==> src/rtl/mul_seq.sv <==
// rtl/mul_seq.sv - 32x32 shift-add multiplier borrowing a shared 64-bit ALU
module mul_seq #(
    parameter int N = 64
) (
    input  logic         clk,
    input  logic         reset,
    input  logic         start,
    input  logic         is_signed,
    input  logic [31:0]  a,
    input  logic [31:0]  b,
    output logic         busy,
    output logic         done,
    output logic [31:0]  hi,
    output logic [31:0]  lo,
    output logic         alu_req,
    output logic [N-1:0] alu_a,
    output logic [N-1:0] alu_b,
    output logic [3:0]   alu_control,
    input  logic [N-1:0] alu_y
);

    localparam logic [3:0] ALU_ADD = 4'b1010;
    localparam logic [3:0] ALU_SUB = 4'b1110;

    typedef enum logic [1:0] {
        IDLE = 2'd0,
        ITER = 2'd1,
        FIX  = 2'd2,
        DONE = 2'd3
    } state_t;

    state_t       state;
    logic [N-1:0] acc;
    logic [N-1:0] mcand;
    logic [31:0]  mplier;
    logic [4:0]   cnt;
    logic         neg;

    // 0x80000000 negates to itself, which is the correct unsigned magnitude
    function automatic logic [31:0] magnitude(input logic [31:0] x, input logic sgn);
        return (sgn && x[31]) ? (~x + 32'd1) : x;
    endfunction

    assign busy    = (state != IDLE);
    assign done    = (state == DONE);
    assign alu_req = (state == ITER) || (state == FIX);

    always_comb begin
        alu_a       = '0;
        alu_b       = '0;
        alu_control = 4'b0000;
        case (state)
            ITER: begin
                alu_a       = acc;
                alu_b       = mplier[0] ? mcand : '0;
                alu_control = ALU_ADD;
            end
            FIX: begin
                if (neg) begin
                    alu_a       = '0;
                    alu_b       = acc;
                    alu_control = ALU_SUB;
                end else begin
                    alu_a       = acc;
                    alu_b       = '0;
                    alu_control = ALU_ADD;
                end
            end
            default: ;
        endcase
    end

    always_ff @(posedge clk) begin
        if (reset) begin
            state  <= IDLE;
            acc    <= '0;
            mcand  <= '0;
            mplier <= '0;
            cnt    <= '0;
            neg    <= 1'b0;
            hi     <= '0;
            lo     <= '0;
        end else begin
            case (state)
                IDLE: begin
                    if (start) begin
                        mcand  <= {{(N-32){1'b0}}, magnitude(a, is_signed)};
                        mplier <= magnitude(b, is_signed);
                        acc    <= '0;
                        cnt    <= '0;
                        neg    <= is_signed & (a[31] ^ b[31]);
                        state  <= ITER;
                    end
                end
                ITER: begin
                    acc    <= alu_y;
                    mcand  <= mcand << 1;
                    mplier <= mplier >> 1;
                    cnt    <= cnt + 5'd1;
                    if (cnt == 5'd31)
                        state <= FIX;
                end
                FIX: begin
                    acc   <= alu_y;
                    hi    <= alu_y[63:32];
                    lo    <= alu_y[31:0];
                    state <= DONE;
                end
                DONE: begin
                    state <= IDLE;
                end
                default: state <= IDLE;
            endcase
        end
    end

endmodule
==> config.mk <==
export PLATFORM = sky130hd
export DESIGN_NAME = mul_seq
export DESIGN_NICKNAME = d
export VERILOG_FILES = /design/src/rtl/mul_seq.sv
export SDC_FILE = /design/constraint.sdc
export NUM_CORES = 1
export LEC_CHECK = 0
export CAP_MARGIN = 20
export CORE_ASPECT_RATIO = 1.5
export CORE_UTILIZATION = 49
export CTS_BUF_LIST = sky130_fd_sc_hd__clkbuf_8
export CTS_CLUSTER_DIAMETER = 40
export DETAILED_ROUTE_END_ITERATION = 12
export PLACE_DENSITY = 0.81
export SYNTH_ARGS = -nofsm -noshare
export SYNTH_HDL_FRONTEND = slang
export SYNTH_SLANG_ARGS = --single-unit
==> constraint.sdc <==
create_clock -name clk -period 3.32 [get_ports clk]
set_clock_uncertainty 0.05 [all_clocks]
set_input_delay 0.996 -clock clk [delete_from_list [all_inputs] [get_ports clk]]
set_output_delay 0.996 -clock clk [all_outputs]
set_load 0.05 [all_outputs]
==> results of run 1 <==
-- worst paths after layout --
kind / slack, ps / cells after the start / endpoint / from
hold reg to reg: 400 / 2 / mplier[4]$_SDFFE_PP0P_ / mplier[4]$_SDFFE_PP0P_
setup reg to reg: 550 / 8 / mplier[30]$_SDFFE_PP0P_ / state[1]$_SDFFE_PP0P_
setup / recovery: 100 / 6 / alu_b[38] / state[1]$_SDFFE_PP0P_
hold / removal: 400 / 2 / mplier[4]$_SDFFE_PP0P_ / mplier[4]$_SDFFE_PP0P_
-- layer usage --
| layer | wire [um] | up-vias | part of all wire [%] |
|---|---|---|---|
| li1 | - | 5381 | - |
| met1 | 14200 | 5581 | 34 |
| met2 | 21500 | 660 | 52 |
| met3 | 3190 | 144 | 7.8 |
| met4 | 2240 | 0 | 5.4 |
| met5 | 0 | - | 0 |
-- cells by family after synthesis --
family / count (synthesis) / share of synthesized area [%]
other: 1 / 0.0331
and+or+nand+nor: 462 / 20.5
DFF: 232 / 41.0
adders and majority gates: 9 / 0.994
buffers and inverters: 139 / 5.10
xor gates and xnor gates: 42 / 3.25
muxes: 75 / 6.64
AOI/OAI and AO/OA: 358 / 22.5
-- final cells by class --
type,count,area [um^2],area share [%]
clock buffers,50,688,3.98
inverters,17,63.8,0.369
clock inverters,13,96.3,0.557
well taps,276,345,2.00
repair buffers,385,5190,30.0
multi-input cells,948,6270,36.2
flip-flops and latches,232,4650,26.9
-- tightest hold or removal path, cell delays in order, from the launching register on --
cell     delay, ps
dfxtp_1        310
nand2_1         50
a21oi_1         50
-- layout by cell type, fill, tap and decap left out, types with 9 or more instances in the layout --
| cell | count |
|---|---|
| a211oi_1 | 22 |
| a21oi_1 | 51 |
| a22o_1 | 54 |
| a22o_4 | 9 |
| a22oi_1 | 102 |
| a31oi_1 | 26 |
| and2_1 | 71 |
| and3_1 | 18 |
| buf_12 | 142 |
| buf_4 | 40 |
| clkbuf_8 | 50 |
| clkdlybuf4s50_1 | 195 |
| dfxtp_1 | 230 |
| inv_1 | 21 |
| mux2i_1 | 74 |
| nand2_1 | 45 |
| nand3_1 | 15 |
| nand3b_1 | 12 |
| nor2_1 | 205 |
| nor3_1 | 24 |
| nor4_1 | 10 |
| o21ai_0 | 33 |
| o22ai_1 | 20 |
| or3_1 | 12 |
| xnor2_1 | 24 |
| xor2_1 | 18 |
-- state kept, by name (all words and copies together), names as in the netlist --
register and cells:
mcand 64, mplier 32, state 2, lo 32, cnt 5, neg 1
acc 64, hi 32
-- power by group --
| group | internal, mW | switching, mW | total (mW) | leakage, nW |
|---|---|---|---|---|
| sequential | 3.54 | 0.601 | 4.14 | 1.89 |
| combinational | 2.25 | 3.69 | 5.94 | 4.18 |
| clock | 1.43 | 1.16 | 2.58 | 0.421 |
| total | 7.22 | 5.45 | 12.7 | 6.49 |
-- timing repair --
item / in CTS / in global routing
buffers inserted: 3 / 1
pin swaps: 2 / 2
gates cloned: 0 / 3
endpoints found under the hold margin: 0 / 0
gates resized for setup: 14 / 8
setup endpoints to repair: 125 / 43
==> out/qor.txt, run 1 <==
Initial antenna violation count = 0
Fin area = 0.0173 mm^2
Syn Nets = 1459
Chip width = 126 um
Final ANT Viol Nets = 0
Min Tclk post-route = 3220 ps
Post-CTS Hold Fix Bufs = 0
CP Buf/Inv Count = 3
Cells after DPL = 1851
Max Cap Violations = 0
Fin nets = 1763
# clock sinks = 232
IO buf count = 329
Grt met2 use = 62.9%
Crit-path max FO = 16
Most used routing layer = met2
Grt met1 use = 34.9%
Leak = 6.49 nW
Core area = 0.0226 mm^2
Post-Syn Instances = 1318
Synth Register Bits = 232
Critical Path, Cell by Cell = inv_1 -> ha_2 -> and3_4 -> buf_12 -> a22o_1 -> buf_12
Hold/Removal Path Class = reg2reg
Final TNS setup = 0 ps
Vias after detailed routing = 11800
Part of the cycle the worst path needs = 96.9%
Layout area overhead = 52.7%
Final non-filler cell total = 1921
Post-synth top area cell = dfxtp_1
DR WL/cell = 21.4 um
Global placer's final weighted congestion = 1.01
Max Freq = 311 MHz
Initial DRC Count = 908
FILL cells = 1460
Mapped cell area = 0.0113 mm^2
Final hold violation count = 0
Total grt overflow = 0
Worst hold slack = 400 ps
CTS tree = done
Placed Area = 0.0163 mm^2
Prevailing post-synth register cell = dfxtp_1
TritonRoute pass-1 iters = 6
Share of layout cells above drive strength 1 = 17.3%
CTS Buffer Depth = 3
Slew margin rel. = 48.6%
Top-count cell post-synth = dfxtp_1
DRT Wirelength = 41100 um
CP most frequent cell = buf_12
Peak VDD IR = 0.406 mV
# IOs = 331
Post-synthesis cell type count = 68
Core Rows = 67
Critical path endpoint category = output pin
Post-layout util = 76.7%
Final Power = 12.7 mW
YS warnings = 0
Clock Pin Slew Worst Setup and Hold Paths = 60 ps
Critical Path Start Type = flop
Unrepaired setup endpoints after global routing = no
Sequential share of the synthesized area = 41.0%
Ys async rst share = 0%
Clock root buffer = clkbuf_8
Vias in the first global route = 11600
EDFF count, synth = 0
Worst setup path class = reg2out
Synth top area share = 41.0%
Worst Path Required = 2270 ps
Largest net degree at the start of global routing = 89
Vias per cell = 6.12
Htree depth = 2
Clock latency on the worst-skew pair = 520 ps
Commonest cells post-synth = 232 x dfxtp_1, 206 x nor2_1, 102 x a22oi_1
Post-synthesis area per instance = 8.60 um^2
CP delay by family, top = buffers and inverters
TritonCTS Buffers = 38
Pre-CTS setup slack = 66.5 ps
Final setup viols = 0
# diodes = 0
Status = complete, no violations
Initial Utilization = 50.2%
Die Ht = 188 um
First-pass GRT wire length = 63400 um
Area contributors post-synth = dfxtp_1 41%, nor2_1 6.8%, a22oi_1 6.8%
DP HPWL = 29600 um
Min setup slack post-route = 103 ps
Met3 usage = 6.62%
Worst Tran Pin Value = 768 ps
DRC viols = 0
PD cells = 732 mW/mm^2
CP max stage cell = dfxtp_2
Die ar. = 0.0237 mm^2
Final Max Tran Viols = 0
Gr usage total = 33.7%
CP max stage delay = 340 ps
Crit path arrival time = 2170 ps
(Power assumes the default switching activity.)
==> inputs of run 2 (changes only) <==
--- a/config.mk
+++ b/config.mk
@@ -12,6 +12,8 @@
 export CTS_CLUSTER_DIAMETER = 40
 export DETAILED_ROUTE_END_ITERATION = 12
 export PLACE_DENSITY = 0.81
+export REMOVE_ABC_BUFFERS = 1
+export SETUP_SLACK_MARGIN = 0.5
 export SYNTH_ARGS = -nofsm -noshare
 export SYNTH_HDL_FRONTEND = slang
 export SYNTH_SLANG_ARGS = --single-unit
==> out/qor.txt, run 2 (synthesis gave the netlist of run 1 again) <==
Final hold violation count = 0
Peak VDD IR = 0.779 mV
Vias in the first global route = 11400
DRT Wirelength = 44100 um
Final setup viols = 0
Worst Path Required = 2270 ps
Final Power = 13.0 mW
Final ANT Viol Nets = 0
Vias after detailed routing = 12000
Clock Pin Slew Worst Setup and Hold Paths = 60 ps
Final Max Tran Viols = 0
Critical Path Start = state[1]$_SDFFE_PP0P_
Largest net degree at the start of global routing = 75
Comb pwr share = 50.3%
Share of layout cells above drive strength 1 = 22.3%
CTS Buffer Depth = 3
Chip width = 126 um
Initial Utilization = 50.2%
Fin area = 0.0178 mm^2
Fin nets = 1773
Max Freq = 310 MHz
Share of total power in the clock network = 17.5%
HP Start = mplier[5]$_SDFFE_PP0P_
Post-CTS Hold Fix Bufs = 0
Critical path endpoint category = output pin
Worst r2r src = state[0]$_SDFFE_PP0P_
Reg2reg path depth = 7
Top flop regs = acc (64), mcand (64)
Htree depth = 2
Die Ht = 188 um
Sequential share of power = 32.2%
Total grt overflow = 0
Core area = 0.0226 mm^2
Gr usage total = 32.9%
TritonRoute pass-1 iters = 7
Layout area overhead = 56.8%
TritonCTS Buffers = 37
Clock latency on the worst-skew pair = 530 ps
Sw Pwr = 5.77 mW
Crit-path max FO = 16
FILL cells = 1354
IO buf count = 329
Critical Path Start Type = flop
Crit path arrival time = 2180 ps
Most frequent cells in the layout = 230 x dfxtp_1, 205 x nor2_1, 192 x clkdlybuf4s50_1
Die ar. = 0.0237 mm^2
Part of the cycle the worst path needs = 97.1%
Worst Tran Pin Value = 902 ps
Worst setup path class = reg2out
Slew margin rel. = 39.8%
Min Tclk post-route = 3230 ps
# IOs = 331
Seq. cell area = 0.00465 mm^2
# clock sinks = 232
Clock root buffer = clkbuf_8
Hold Path Depth = 2
Core Rows = 67
Global placer's final weighted congestion = 0.936
DRC viols = 0
Area of the multi-input gates = 0.00656 mm^2
Hold/Removal Path Class = reg2reg
Placed Area = 0.0161 mm^2
Cells after DPL = 1840
DR WL/cell = 22.8 um
Initial antenna violation count = 1
First-pass GRT wire length = 61700 um
DP HPWL = 26600 um
Post-layout util = 78.8%
Reg-to-reg endpoint = mplier[7]$_SDFFE_PP0P_
Initial DRC Count = 1261
Final non-filler cell total = 1930
Status = complete, no violations
Leak = 6.81 nW
Vias per cell = 6.22
Unrepaired setup endpoints after global routing = yes
R2r setup slk = 650 ps
Setup crit end = alu_b[2]
PD cells = 730 mW/mm^2
CTS tree = done
Switching Share = 44.4%
Most common cell after layout, fill and taps aside = dfxtp_1
Internal Power = 7.21 mW
Max Cap Violations = 0
-- run 2: worst min-delay path by stage --
stage / endpoint / slack (ps)
2_1_floorplan: mplier[4]$_SDFFE_PP0P_ / 370
3_3_place_gp: mplier[4]$_SDFFE_PP0P_ / 380
3_5_place_dp: mplier[4]$_SDFFE_PP0P_ / 400
4_1_cts: mplier[4]$_SDFFE_PP0P_ / 410
5_1_grt: mplier[1]$_SDFFE_PP0P_ / 430
6_report: mplier[5]$_SDFFE_PP0P_ / 410
-- run 2: what timing repair did --
| item | 4_1_cts | 5_1_grt |
|---|---|---|
| buffers inserted | 9 | 4 |
| resized for setup | 25 | 114 |
| endpoints found under the setup margin | 136 | 143 |
| gates cloned | 7 | 9 |
| pin swaps | 20 | 34 |
-- run 2: routing by layer --
metal	GRT usage, %	routed length [um]
met1	35.9	15200
met5	0	0
met4	16.4	2320
met3	6.10	3510
met2	60.2	23000
-- run 2: per-stage QoR --
step,hold slack [ps],setup WS (ps),setup TNS (ps)
global route,429,75.9,0
CTS,411,127,0
detailed placement,405,137,0
floorplan,371,-2420,-519400
finish,410,94.8,0
global placement,384,205,0
-- run 2: cell type report --
type	instances	share of cell area, %
multi-input cells	947	36.9
repair buffers	397	30.9
flip-flops and latches	232	26.2
clock buffers	42	3.25
well taps	276	1.94
clock inverters	18	0.430
inverters	17	0.387
diodes	1	0.0141
-- run 2: power by group through the flow --
stage / logic (mW) / clock network, mW / registers, mW
global placement: 5.55 / 0 / 4.10
detailed placement: 5.67 / 0 / 4.14
finish: 6.53 / 2.27 / 4.17
global route: 6.87 / 2.42 / 4.25
floorplan: 3.02 / 0 / 4.49
CTS: 5.89 / 2.29 / 4.10
-- run 2: critical path: stages, from the launching register on --
cell and delay (ps):
dfxtp_4 370, inv_4 50, ha_4 310, and3_4 330, clkbuf_16 240, a22o_1 190, buf_12 150
==> inputs of run 3 (changes only) <==
--- a/config.mk
+++ b/config.mk
@@ -7,12 +7,11 @@
 export LEC_CHECK = 0
 export CAP_MARGIN = 20
 export CORE_ASPECT_RATIO = 1.5
-export CORE_UTILIZATION = 49
+export CORE_UTILIZATION = 45
 export CTS_BUF_LIST = sky130_fd_sc_hd__clkbuf_8
 export CTS_CLUSTER_DIAMETER = 40
 export DETAILED_ROUTE_END_ITERATION = 12
-export PLACE_DENSITY = 0.81
-export REMOVE_ABC_BUFFERS = 1
+export PLACE_DENSITY = 0.79
 export SETUP_SLACK_MARGIN = 0.5
 export SYNTH_ARGS = -nofsm -noshare
 export SYNTH_HDL_FRONTEND = slang
==> constraint.sdc (replaced) <==
create_clock -name clk -period 2.6 [get_ports clk]
set_clock_uncertainty 0.05 [all_clocks]
set_input_delay 0.78 -clock clk [delete_from_list [all_inputs] [get_ports clk]]
set_output_delay 0.78 -clock clk [all_outputs]
set_load 0.05 [all_outputs]
==> out/qor.txt, run 3 (synthesis gave the netlist of run 1 again) <==
Core area = 0.0245 mm^2
Final setup viols = 129
Max Freq = 331 MHz
# IOs = 331
Final hold violation count = 0
IO buf count = 329
CP Buf/Inv Count = 4
CP max stage cell = dfxtp_4
Crit path arrival time = 2190 ps
Largest net degree at the start of global routing = 100
Layout area overhead = 69.4%
HP Start = mplier[4]$_SDFFE_PP0P_
CP most frequent cell = buf_12
Die Ht = 196 um
Crit-path max FO = 8
Global placer's final weighted congestion = 0.903
Clock Pin Slew Worst Setup and Hold Paths = 70 ps
Final TNS setup = -47380 ps
CP max stage delay = 390 ps
Critical Path Start Type = flop
Leak = 7.91 nW
Initial antenna violation count = 1
Post-CTS Hold Fix Bufs = 0
TritonCTS Buffers = 38
Worst Path Required = 1770 ps
Peak VDD IR = 1.00 mV
Area of the multi-input gates = 0.00709 mm^2
Status = finished with violations
Chip width = 132 um
Most frequent cells in the layout = 230 x dfxtp_1, 204 x nor2_1, 152 x buf_12
Part of the cycle the worst path needs = 116%
Worst hold slack = 400 ps
DR WL/cell = 23.1 um
Core Rows = 70
Slew margin rel. = 63.7%
Share of layout cells above drive strength 1 = 35.1%
Min Tclk post-route = 3020 ps
DRT Wirelength = 48300 um
Vias in the first global route = 12400
Hold/Removal Path Class = reg2reg
Total grt overflow = 0
First-pass GRT wire length = 68400 um
Reg2reg path depth = 10
TritonRoute pass-1 iters = 5
Die ar. = 0.0258 mm^2
DRC viols = 0
Unrepaired setup endpoints after global routing = yes
Initial Utilization = 46.2%
Worst r2r src = state[0]$_SDFFE_PP0P_
Gr usage total = 33.4%
Critical path endpoint category = output pin
Final ANT Viol Nets = 0
Hold Path Depth = 2
Worst Tran Pin Value = 544 ps
Final Power = 18.0 mW
Clock latency on the worst-skew pair = 540 ps
Critical Path, Cell by Cell = inv_6 -> ha_4 -> and3_4 -> buf_12 -> clkbuf_16 -> a22o_4 -> buf_12
Vias after detailed routing = 12800
Min setup slack post-route = -419 ps
CTS Buffer Depth = 3
Worst setup path class = reg2out
Hold EP = mplier[4]$_SDFFE_PP0P_
R2r setup slk = 70 ps
# clock sinks = 232
Post-layout util = 78.2%
DP HPWL = 30000 um
PD cells = 936 mW/mm^2
Reg-to-reg endpoint = mcand[13]$_SDFFE_PP0P_
Most common cell after layout, fill and taps aside = dfxtp_1
Top flop regs = acc (64), mcand (64)
Fin nets = 1881
Seq. cell area = 0.00465 mm^2
CTS tree = done
Final Max Tran Viols = 0
CP delay by family, top = buffers and inverters
Htree depth = 2
Clock root buffer = clkbuf_8
Initial DRC Count = 1225
Violated checks = negative setup slack
Max Cap Violations = 0
Vias per cell = 6.11
FILL cells = 1473
[run 3: area by class of cell]
type | count | area share (%)
clock inverters | 14 | 0.450
clock buffers | 55 | 3.95
diodes | 1 | 0.0130
inverters | 17 | 0.372
multi-input cells | 949 | 36.9
well taps | 324 | 2.11
repair buffers | 502 | 31.9
flip-flops and latches | 232 | 24.2
[run 3: metal layers]
metal | track usage (%) | vias up | share of wire, %
met1 | 36.2 | 6177 | 35
li1 | - | 5645 | -
met3 | 5.74 | 202 | 6.9
met5 | 0 | - | 0
met4 | 19.3 | 0 | 6.6
met2 | 60.9 | 763 | 51
[run 3: per-stage QoR]
| step | setup slack [ps] | instances | area (um^2) |
|---|---|---|---|
| floorplan | 172 | 1318 | 12300 |
| global placement | -184 | 1981 | 17700 |
| detailed placement | -261 | 1981 | 17700 |
| CTS | -343 | 2072 | 19000 |
| global route | -456 | 2094 | 19200 |
| finish | -419 | 2094 | 19200 |
[run 3: worst reg2reg max path: cells and delay by family (launching register included)]
family | cells | cell delay, ps
AOI/OAI and AO/OA | 3 | 450
muxes | 1 | 450
adders and majority gates | 1 | 400
buffers and inverters | 4 | 470
DFF | 1 | 370
and+or+nand+nor | 1 | 200
[run 3: how the worst max path moves through the flow]
stage,cells after the start,slack [ps],endpoint,from
CTS,6,-340,alu_b[49],state[1]$_SDFFE_PP0P_
global placement,8,-180,mplier[28]$_SDFFE_PP0P_,b[0]
detailed placement,8,-260,mcand[24]$_SDFFE_PP0P_,a[0]
global route,7,-460,alu_b[43],state[0]$_SDFFE_PP0P_
finish,7,-420,alu_b[43],state[0]$_SDFFE_PP0P_
floorplan,5,170,alu_b[6],state[0]$_SDFFE_PP0P_
[run 3: report_power, final]
| part | total, mW | internal (mW) | switching, mW |
|---|---|---|---|
| clock network | 3.54 | 1.97 | 1.57 |
| registers | 5.44 | 4.52 | 0.922 |
| logic | 8.98 | 3.61 | 5.37 |
[run 3: timing repair]
item | 4_1_cts | 5_1_grt
cloned | 2 | 14
pin swaps | 42 | 11
setup buffers | 20 | 7
endpoints found under the setup margin | 277 | 367
gates resized for setup | 298 | 131
